[src/rtl/ps2_pkg.sv]
// Shared scancode constants, FSM state type and lookup helpers for the PS/2 key event path.
package ps2_pkg;

  localparam logic [7:0] PFX_EXT   = 8'hE0;
  localparam logic [7:0] PFX_PAUSE = 8'hE1;
  localparam logic [7:0] PFX_BRK   = 8'hF0;

  localparam logic [7:0] SC_LSHIFT = 8'h12;
  localparam logic [7:0] SC_RSHIFT = 8'h59;
  localparam logic [7:0] SC_CTRL   = 8'h14;
  localparam logic [7:0] SC_CAPS   = 8'h58;

  localparam logic [7:0] SC_ENTER  = 8'h5A;
  localparam logic [7:0] SC_BKSP   = 8'h66;
  localparam logic [7:0] SC_SPACE  = 8'h29;
  localparam logic [7:0] SC_TAB    = 8'h0D;

  // Bytes following E1 in the Pause make sequence.
  localparam logic [2:0] PAUSE_TAIL = 3'd7;

  typedef enum logic [2:0] {
    IDLE,
    EXT,
    BRK,
    EXT_BRK,
    SKIP
  } state_t;

  // Keyboard housekeeping bytes that carry no key information.
  function automatic logic is_ignored(input logic [7:0] b);
    return (b == 8'hAA) || (b == 8'hFA) || (b == 8'hEE) ||
           (b == 8'hFE) || (b == 8'h00) || (b == 8'hFF);
  endfunction

  // Lowercase ASCII for a letter scancode, 0 when the code is not a letter.
  function automatic logic [7:0] letter_lc(input logic [7:0] code);
    logic [7:0] lc;
    lc = 8'h00;
    case (code)
      8'h1C: lc = "a";
      8'h32: lc = "b";
      8'h21: lc = "c";
      8'h23: lc = "d";
      8'h24: lc = "e";
      8'h2B: lc = "f";
      8'h34: lc = "g";
      8'h33: lc = "h";
      8'h43: lc = "i";
      8'h3B: lc = "j";
      8'h42: lc = "k";
      8'h4B: lc = "l";
      8'h3A: lc = "m";
      8'h31: lc = "n";
      8'h44: lc = "o";
      8'h4D: lc = "p";
      8'h15: lc = "q";
      8'h2D: lc = "r";
      8'h1B: lc = "s";
      8'h2C: lc = "t";
      8'h3C: lc = "u";
      8'h2A: lc = "v";
      8'h1D: lc = "w";
      8'h22: lc = "x";
      8'h35: lc = "y";
      8'h1A: lc = "z";
      default: lc = 8'h00;
    endcase
    return lc;
  endfunction

endpackage

[src/rtl/ps2_ascii_map.sv]
// Combinational scan set 2 -> ASCII translation; zero latency, no flow control.
module ps2_ascii_map
  import ps2_pkg::*;
(
  input  logic [7:0] code,
  input  logic       ext,
  input  logic       shift,
  input  logic       caps,
  input  logic       ctrl,
  output logic [7:0] ascii
);

  logic [7:0] lc;

  always_comb begin
    ascii = 8'h00;
    lc    = letter_lc(code);
    // Extended keys and control chords have no printable form.
    if (!ext && !ctrl) begin
      if (lc != 8'h00) begin
        ascii = (shift ^ caps) ? (lc - 8'h20) : lc;
      end else begin
        case (code)
          8'h16:    ascii = shift ? "!"  : "1";
          8'h1E:    ascii = shift ? "@"  : "2";
          8'h26:    ascii = shift ? "#"  : "3";
          8'h25:    ascii = shift ? "$"  : "4";
          8'h2E:    ascii = shift ? "%"  : "5";
          8'h36:    ascii = shift ? "^"  : "6";
          8'h3D:    ascii = shift ? "&"  : "7";
          8'h3E:    ascii = shift ? "*"  : "8";
          8'h46:    ascii = shift ? "("  : "9";
          8'h45:    ascii = shift ? ")"  : "0";
          8'h0E:    ascii = shift ? "~"  : 8'h60;
          8'h4E:    ascii = shift ? "_"  : "-";
          8'h55:    ascii = shift ? "+"  : "=";
          8'h54:    ascii = shift ? "{"  : "[";
          8'h5B:    ascii = shift ? "}"  : "]";
          8'h5D:    ascii = shift ? "|"  : "\\";
          8'h4C:    ascii = shift ? ":"  : ";";
          8'h52:    ascii = shift ? 8'h22 : 8'h27;
          8'h41:    ascii = shift ? "<"  : ",";
          8'h49:    ascii = shift ? ">"  : ".";
          8'h4A:    ascii = shift ? "?"  : "/";
          SC_SPACE: ascii = 8'h20;
          SC_ENTER: ascii = 8'h0D;
          SC_BKSP:  ascii = 8'h08;
          SC_TAB:   ascii = 8'h09;
          default:  ascii = 8'h00;
        endcase
      end
    end
  end

endmodule

[src/rtl/ps2_key_event.sv]
// PS/2 scancode stream -> one-pulse key events with modifier tracking and ASCII.
// Event outputs registered, 1 clk after the final byte; accepts a byte every cycle, no backpressure.
module ps2_key_event
  import ps2_pkg::*;
#(
  parameter bit REPEAT_EN = 1'b0
) (
  input  logic       clk,
  input  logic       clrn,
  input  logic       scan_valid,
  input  logic [7:0] scan_data,
  output logic       key_valid,
  output logic [7:0] key_code,
  output logic       key_ext,
  output logic [7:0] key_ascii,
  output logic       shift,
  output logic       ctrl,
  output logic       caps_lock,
  output logic       pressing,
  output logic [7:0] key_count
);

  state_t     state_q, state_d;
  logic [2:0] skip_cnt_q, skip_cnt_d;
  logic [8:0] last_make_q, last_make_d;
  logic       pressing_q, pressing_d;
  logic       shift_q, shift_d;
  logic       ctrl_q, ctrl_d;
  logic       caps_q, caps_d;
  logic       caps_held_q, caps_held_d;
  logic       key_valid_q, key_valid_d;
  logic [7:0] key_code_q, key_code_d;
  logic       key_ext_q, key_ext_d;
  logic [7:0] key_ascii_q, key_ascii_d;
  logic [7:0] key_count_q, key_count_d;

  logic       ev_ext;
  logic       ev_brk;
  logic [8:0] ev_key;
  logic       is_shift;
  logic       is_ctrl;
  logic       is_caps;
  logic       is_repeat;
  logic [7:0] map_ascii;

  assign ev_ext    = (state_q == EXT) || (state_q == EXT_BRK);
  assign ev_brk    = (state_q == BRK) || (state_q == EXT_BRK);
  assign ev_key    = {ev_ext, scan_data};
  assign is_shift  = !ev_ext && ((scan_data == SC_LSHIFT) || (scan_data == SC_RSHIFT));
  assign is_ctrl   = (scan_data == SC_CTRL);
  assign is_caps   = !ev_ext && (scan_data == SC_CAPS);
  assign is_repeat = pressing_q && (ev_key == last_make_q);

  // Lookup sees modifier state from before the current byte.
  ps2_ascii_map u_ascii_map (
    .code  (scan_data),
    .ext   (ev_ext),
    .shift (shift_q),
    .caps  (caps_q),
    .ctrl  (ctrl_q),
    .ascii (map_ascii)
  );

  always_comb begin
    state_d     = state_q;
    skip_cnt_d  = skip_cnt_q;
    last_make_d = last_make_q;
    pressing_d  = pressing_q;
    shift_d     = shift_q;
    ctrl_d      = ctrl_q;
    caps_d      = caps_q;
    caps_held_d = caps_held_q;
    key_valid_d = 1'b0;
    key_code_d  = key_code_q;
    key_ext_d   = key_ext_q;
    key_ascii_d = key_ascii_q;
    key_count_d = key_count_q;

    if (scan_valid) begin
      if (state_q == SKIP) begin
        skip_cnt_d = skip_cnt_q - 3'd1;
        if (skip_cnt_q == 3'd1) state_d = IDLE;
      end else if (scan_data == PFX_EXT) begin
        state_d = EXT;
      end else if (scan_data == PFX_BRK) begin
        if (state_q == IDLE)     state_d = BRK;
        else if (state_q == EXT) state_d = EXT_BRK;
      end else if ((state_q == IDLE) && (scan_data == PFX_PAUSE)) begin
        state_d    = SKIP;
        skip_cnt_d = PAUSE_TAIL;
      end else if ((state_q == IDLE) && is_ignored(scan_data)) begin
        state_d = IDLE;
      end else begin
        state_d = IDLE;
        if (ev_brk) begin
          if (is_shift) begin
            shift_d = 1'b0;
          end else if (is_ctrl) begin
            ctrl_d = 1'b0;
          end else if (is_caps) begin
            caps_held_d = 1'b0;
          end else if (ev_key == last_make_q) begin
            pressing_d = 1'b0;
          end
        end else begin
          if (is_shift) begin
            shift_d = 1'b1;
          end else if (is_ctrl) begin
            ctrl_d = 1'b1;
          end else if (is_caps) begin
            // Typematic repeats of Caps Lock must not toggle again.
            if (!caps_held_q) caps_d = !caps_q;
            caps_held_d = 1'b1;
          end else begin
            if (!is_repeat || REPEAT_EN) begin
              key_valid_d = 1'b1;
              key_code_d  = scan_data;
              key_ext_d   = ev_ext;
              key_ascii_d = map_ascii;
              key_count_d = key_count_q + 8'd1;
            end
            pressing_d  = 1'b1;
            last_make_d = ev_key;
          end
        end
      end
    end
  end

  always_ff @(posedge clk) begin
    if (!clrn) begin
      state_q     <= IDLE;
      skip_cnt_q  <= 3'd0;
      last_make_q <= 9'd0;
      pressing_q  <= 1'b0;
      shift_q     <= 1'b0;
      ctrl_q      <= 1'b0;
      caps_q      <= 1'b0;
      caps_held_q <= 1'b0;
      key_valid_q <= 1'b0;
      key_code_q  <= 8'd0;
      key_ext_q   <= 1'b0;
      key_ascii_q <= 8'd0;
      key_count_q <= 8'd0;
    end else begin
      state_q     <= state_d;
      skip_cnt_q  <= skip_cnt_d;
      last_make_q <= last_make_d;
      pressing_q  <= pressing_d;
      shift_q     <= shift_d;
      ctrl_q      <= ctrl_d;
      caps_q      <= caps_d;
      caps_held_q <= caps_held_d;
      key_valid_q <= key_valid_d;
      key_code_q  <= key_code_d;
      key_ext_q   <= key_ext_d;
      key_ascii_q <= key_ascii_d;
      key_count_q <= key_count_d;
    end
  end

  assign key_valid = key_valid_q;
  assign key_code  = key_code_q;
  assign key_ext   = key_ext_q;
  assign key_ascii = key_ascii_q;
  assign shift     = shift_q;
  assign ctrl      = ctrl_q;
  assign caps_lock = caps_q;
  assign pressing  = pressing_q;
  assign key_count = key_count_q;

endmodule
[config.mk]
export PLATFORM = sky130hd
export DESIGN_NAME = ps2_key_event
export DESIGN_NICKNAME = d
export VERILOG_FILES = /design/src/rtl/ps2_pkg.sv /design/src/rtl/ps2_ascii_map.sv /design/src/rtl/ps2_key_event.sv
export SDC_FILE = /design/constraint.sdc
export NUM_CORES = 1
export LEC_CHECK = 0
export ABC_AREA = 1
export CAP_MARGIN = 20
export CELL_PAD_IN_SITES_DETAIL_PLACEMENT = 1
export CELL_PAD_IN_SITES_GLOBAL_PLACEMENT = 2
export CORE_ASPECT_RATIO = 1.2
export CORE_MARGIN = 2
export CORE_UTILIZATION = 33
export CTS_CLUSTER_DIAMETER = 50
export DETAILED_ROUTE_END_ITERATION = 10
export PLACE_DENSITY_LB_ADDON = 0.12
export SYNTH_ARGS = -nofsm -noshare
export SYNTH_HDL_FRONTEND = slang
export SYNTH_SLANG_ARGS = --single-unit
[constraint.sdc]
create_clock -name clk -period 3.85 [get_ports clk]
set_clock_uncertainty 0.2 [all_clocks]
set_input_delay 0.9625 -clock clk [delete_from_list [all_inputs] [get_ports clk]]
set_output_delay 0.9625 -clock clk [all_outputs]
set_load 0.05 [all_outputs]
==> impl_metrics.env <==
export IMPL_synth_area_leaders="dfxtp_1, nand2_1, nand3_1"
export IMPL_min_period_ps=3560
export IMPL_synthAdderAreaFrac_pct=4.18
export IMPL_crit_buf_inv=2
export IMPL_antenna_found_initial=0
export IMPL_ios=41
export IMPL_first_global_vias=4157
export IMPL_dp_hpwl_mm=10.4
export IMPL_cts_tree="built"
export IMPL_routed_wl_mm=12.7
export IMPL_syn_num_nets=603
export IMPL_crit_top_cell="nand2_2"
export IMPL_yosysSeqAreaShare_pct=25.6
export IMPL_area_growth_pct=24.1
export IMPL_power_density_nw_per_um2=313
export IMPL_diodes=0
export IMPL_grt_use_met3_pct=1.83
export IMPL_synth_top_area_share_pct=25.6
export IMPL_synth_seq_cells=46
export IMPL_ff2ff_setup_slack_ps=1350
export IMPL_path_max_fanout=23
export IMPL_rows=41
export IMPL_cts_buffers=5
export IMPL_fmax_mhz=281
export IMPL_fin_crit_sh_pct=92.5
export IMPL_start_kind="input port"
export IMPL_via_per_inst=5.20
export IMPL_vias=4044
export IMPL_drc=0
export IMPL_die_h_um=118
export IMPL_use_met1_pct=28.9
export IMPL_use_met2_pct=38.9
export IMPL_h_tree_depth=2
export IMPL_synth_area_per_cell_um2=6.20
export IMPL_crit_required_ps=3830
export IMPL_synth_edff_count=0
export IMPL_dr_pass1_iters=4
export IMPL_ys_warn_count=0
export IMPL_crit_family="simple AND/OR/NAND/NOR gates"
export IMPL_clk_pin_slew_worst_paths_ps=70
export IMPL_cp_num_cells=13
export IMPL_arrival_ps=3550
export IMPL_design_core_area_um2=10600
export IMPL_busiest_layer="met2"
export IMPL_tightest_slew_ps=598
export IMPL_mappedNetlistArea_um2=3590
export IMPL_instances_no_fill=777
export IMPL_yosysTopAreaCell="dfxtp_1"
export IMPL_synth_distinct_cells=38
export IMPL_start_util_pct=34.0
export IMPL_slew_headroom_pct=60.1
export IMPL_synth_cells=580
export IMPL_holdBufCountCts=0
export IMPL_cts_num_sinks=46
export IMPL_synth_main_ff_cell="dfxtp_1"
export IMPL_finalSetupViolCount=0
export IMPL_hold_class="reg2reg"
export IMPL_drive_gt1_share_pct=14.8
export IMPL_synth_common_cells="nand2_1, nor2_1, nand3_1"
export IMPL_drv_slew=0
export IMPL_wl_per_cell_um=16.4
export IMPL_power_uw=1400
export IMPL_crit_type="in2reg"
export IMPL_synth_compound_area_share_pct=15.0
export IMPL_grt_max_degree=24
export IMPL_place_inst=769
export IMPL_port_buffer_count=40
export IMPL_cts_setup_buffers=0
export IMPL_grt_usage_pct=22.2
export IMPL_ctsRootBufferMaster="clkbuf_16"
export IMPL_grt_overflow=0
export IMPL_clock_latency_ps=290
export IMPL_synthMuxAreaShare_pct=0
export IMPL_die_w_um=99.3
export IMPL_ctsResizeCount=0
export IMPL_cts_buffer_depth=2
export IMPL_ant_nets=0
export IMPL_end_kind="register"
export IMPL_fin_nets=670
export IMPL_p_leak_uw=0.00204
export IMPL_cp_slowest_cell="clkdlybuf4s50_1"
export IMPL_drt_first_iter_violations=159
export IMPL_place_congestion=0.948
export IMPL_synthXorXnorAreaFrac_pct=1.95
export IMPL_die_area_um2=11700
export IMPL_crit_chain="clkdlybuf4s50_1 > inv_1 > ha_1 > nand2_2 > nor2_1 > nor2_1 > nand3_1 > nand2_2 > nand3_4 > nor2_4 > nand2_2 > o21ai_0 > a21oi_1"
export IMPL_final_core_util_pct=42.2
export IMPL_drv_cap=0
export IMPL_hold_viol=0
export IMPL_async_flop_share_pct=0
export IMPL_min_path_cells=2
export IMPL_grt_setup_unrepaired="false"
export IMPL_critical_path_max_stage_delay_ps=610
export IMPL_grt_pass1_wl_mm=21.1
export IMPL_yosysMostFrequentCell="nand2_1"
export IMPL_yosys_area_share_simple_pct=43.5
export IMPL_peakVddDrop_uv=153
export IMPL_status="finished, final reports clean"
export IMPL_synth_top_family_by_area="simple AND/OR/NAND/NOR gates"
export IMPL_rr_worst_depth=11
==> worst paths after layout <==
check / from / endpoint
worst max register to register: state_q[1]$_SDFFE_PN0P_ / key_count[4]$_SDFFE_PN0P_
worst min register to register: key_ascii[2]$_SDFFE_PN0P_ / key_ascii[2]$_SDFFE_PN0P_
worst max-delay path: scan_data[0] / key_count[4]$_SDFFE_PN0P_
worst min-delay path: key_ascii[2]$_SDFFE_PN0P_ / key_ascii[2]$_SDFFE_PN0P_
==> cell usage in the layout (no fill, tap or decap), types with 5 or more instances in the layout <==
master / instances
a21oi_1: 45
buf_4: 36
clkbuf_16: 5
clkdlybuf4s50_1: 40
dfxtp_1: 46
ha_1: 12
inv_1: 50
inv_2: 11
nand2_1: 150
nand2_2: 10
nand3_1: 59
nand4_1: 14
nor2_1: 68
nor2_2: 6
nor3_1: 9
o21ai_0: 26
o21ai_1: 17
==> state kept, by name, summed over array words and instances, names as in the netlist <==
| register | flops |
|---|---|
| caps_held_q | 1 |
| skip_cnt_q | 3 |
| key_ascii | 8 |
| shift | 1 |
| key_code | 8 |
| key_count | 8 |
| key_valid | 1 |
| state_q | 3 |
| key_ext | 1 |
| pressing | 1 |
| ctrl | 1 |
| last_make_q | 9 |
| caps_lock | 1 |
==> layer usage <==
| metal | part of all wire [%] | vias up |
|---|---|---|
| met5 | 0 | - |
| met4 | 1.4 | 0 |
| met3 | 2.4 | 13 |
| met2 | 50 | 62 |
| met1 | 46 | 1937 |
| li1 | - | 2032 |
==> stage by stage <==
| stage | setup slack [ps] | setup TNS, ps | hold slack (ps) | instance area, µm² |
|---|---|---|---|---|
| floorplan | 1060 | 0 | 230 | 3590 |
| global placement | 108 | 0 | 246 | 4310 |
| detailed placement | -10.2 | -10.2 | 260 | 4310 |
| CTS | 295 | 0 | 269 | 4460 |
| global route | 41.5 | 0 | 283 | 4460 |
| finish | 289 | 0 | 265 | 4460 |
==> cell type report <==
type,count,area (µm²)
multi-input cells,456,2320
repair buffers,76,671
clock inverters,3,23.8
fillers,1436,6110
well taps,129,161
flip-flops and latches,46,921
clock buffers,5,125
inverters,62,235
==> worst min-delay path, stage by stage (launching register included) <==
cell and delay (ps):
dfxtp_1 310, nand2_1 60, a21oi_1 50
==> report_power, final <==
group | switching, µW | internal, µW | total (µW) | leakage, µW
Combinational | 280 | 141 | 421 | 0.00159
Clock | 199 | 243 | 443 | 0.0000664
Sequential | 22.0 | 510 | 532 | 0.000377
Total | 502 | 894 | 1400 | 0.00204
==> logic make-up after synthesis <==
group / after synthesis
buffers and inverters: 78
AND/OR/NAND/NOR: 337
adder cells (fa/ha/maj): 12
flip-flops: 46
AO/OA/AOI/OAI: 99
XOR/XNOR: 8
Note: power is estimated with default switching activity, not from simulation.
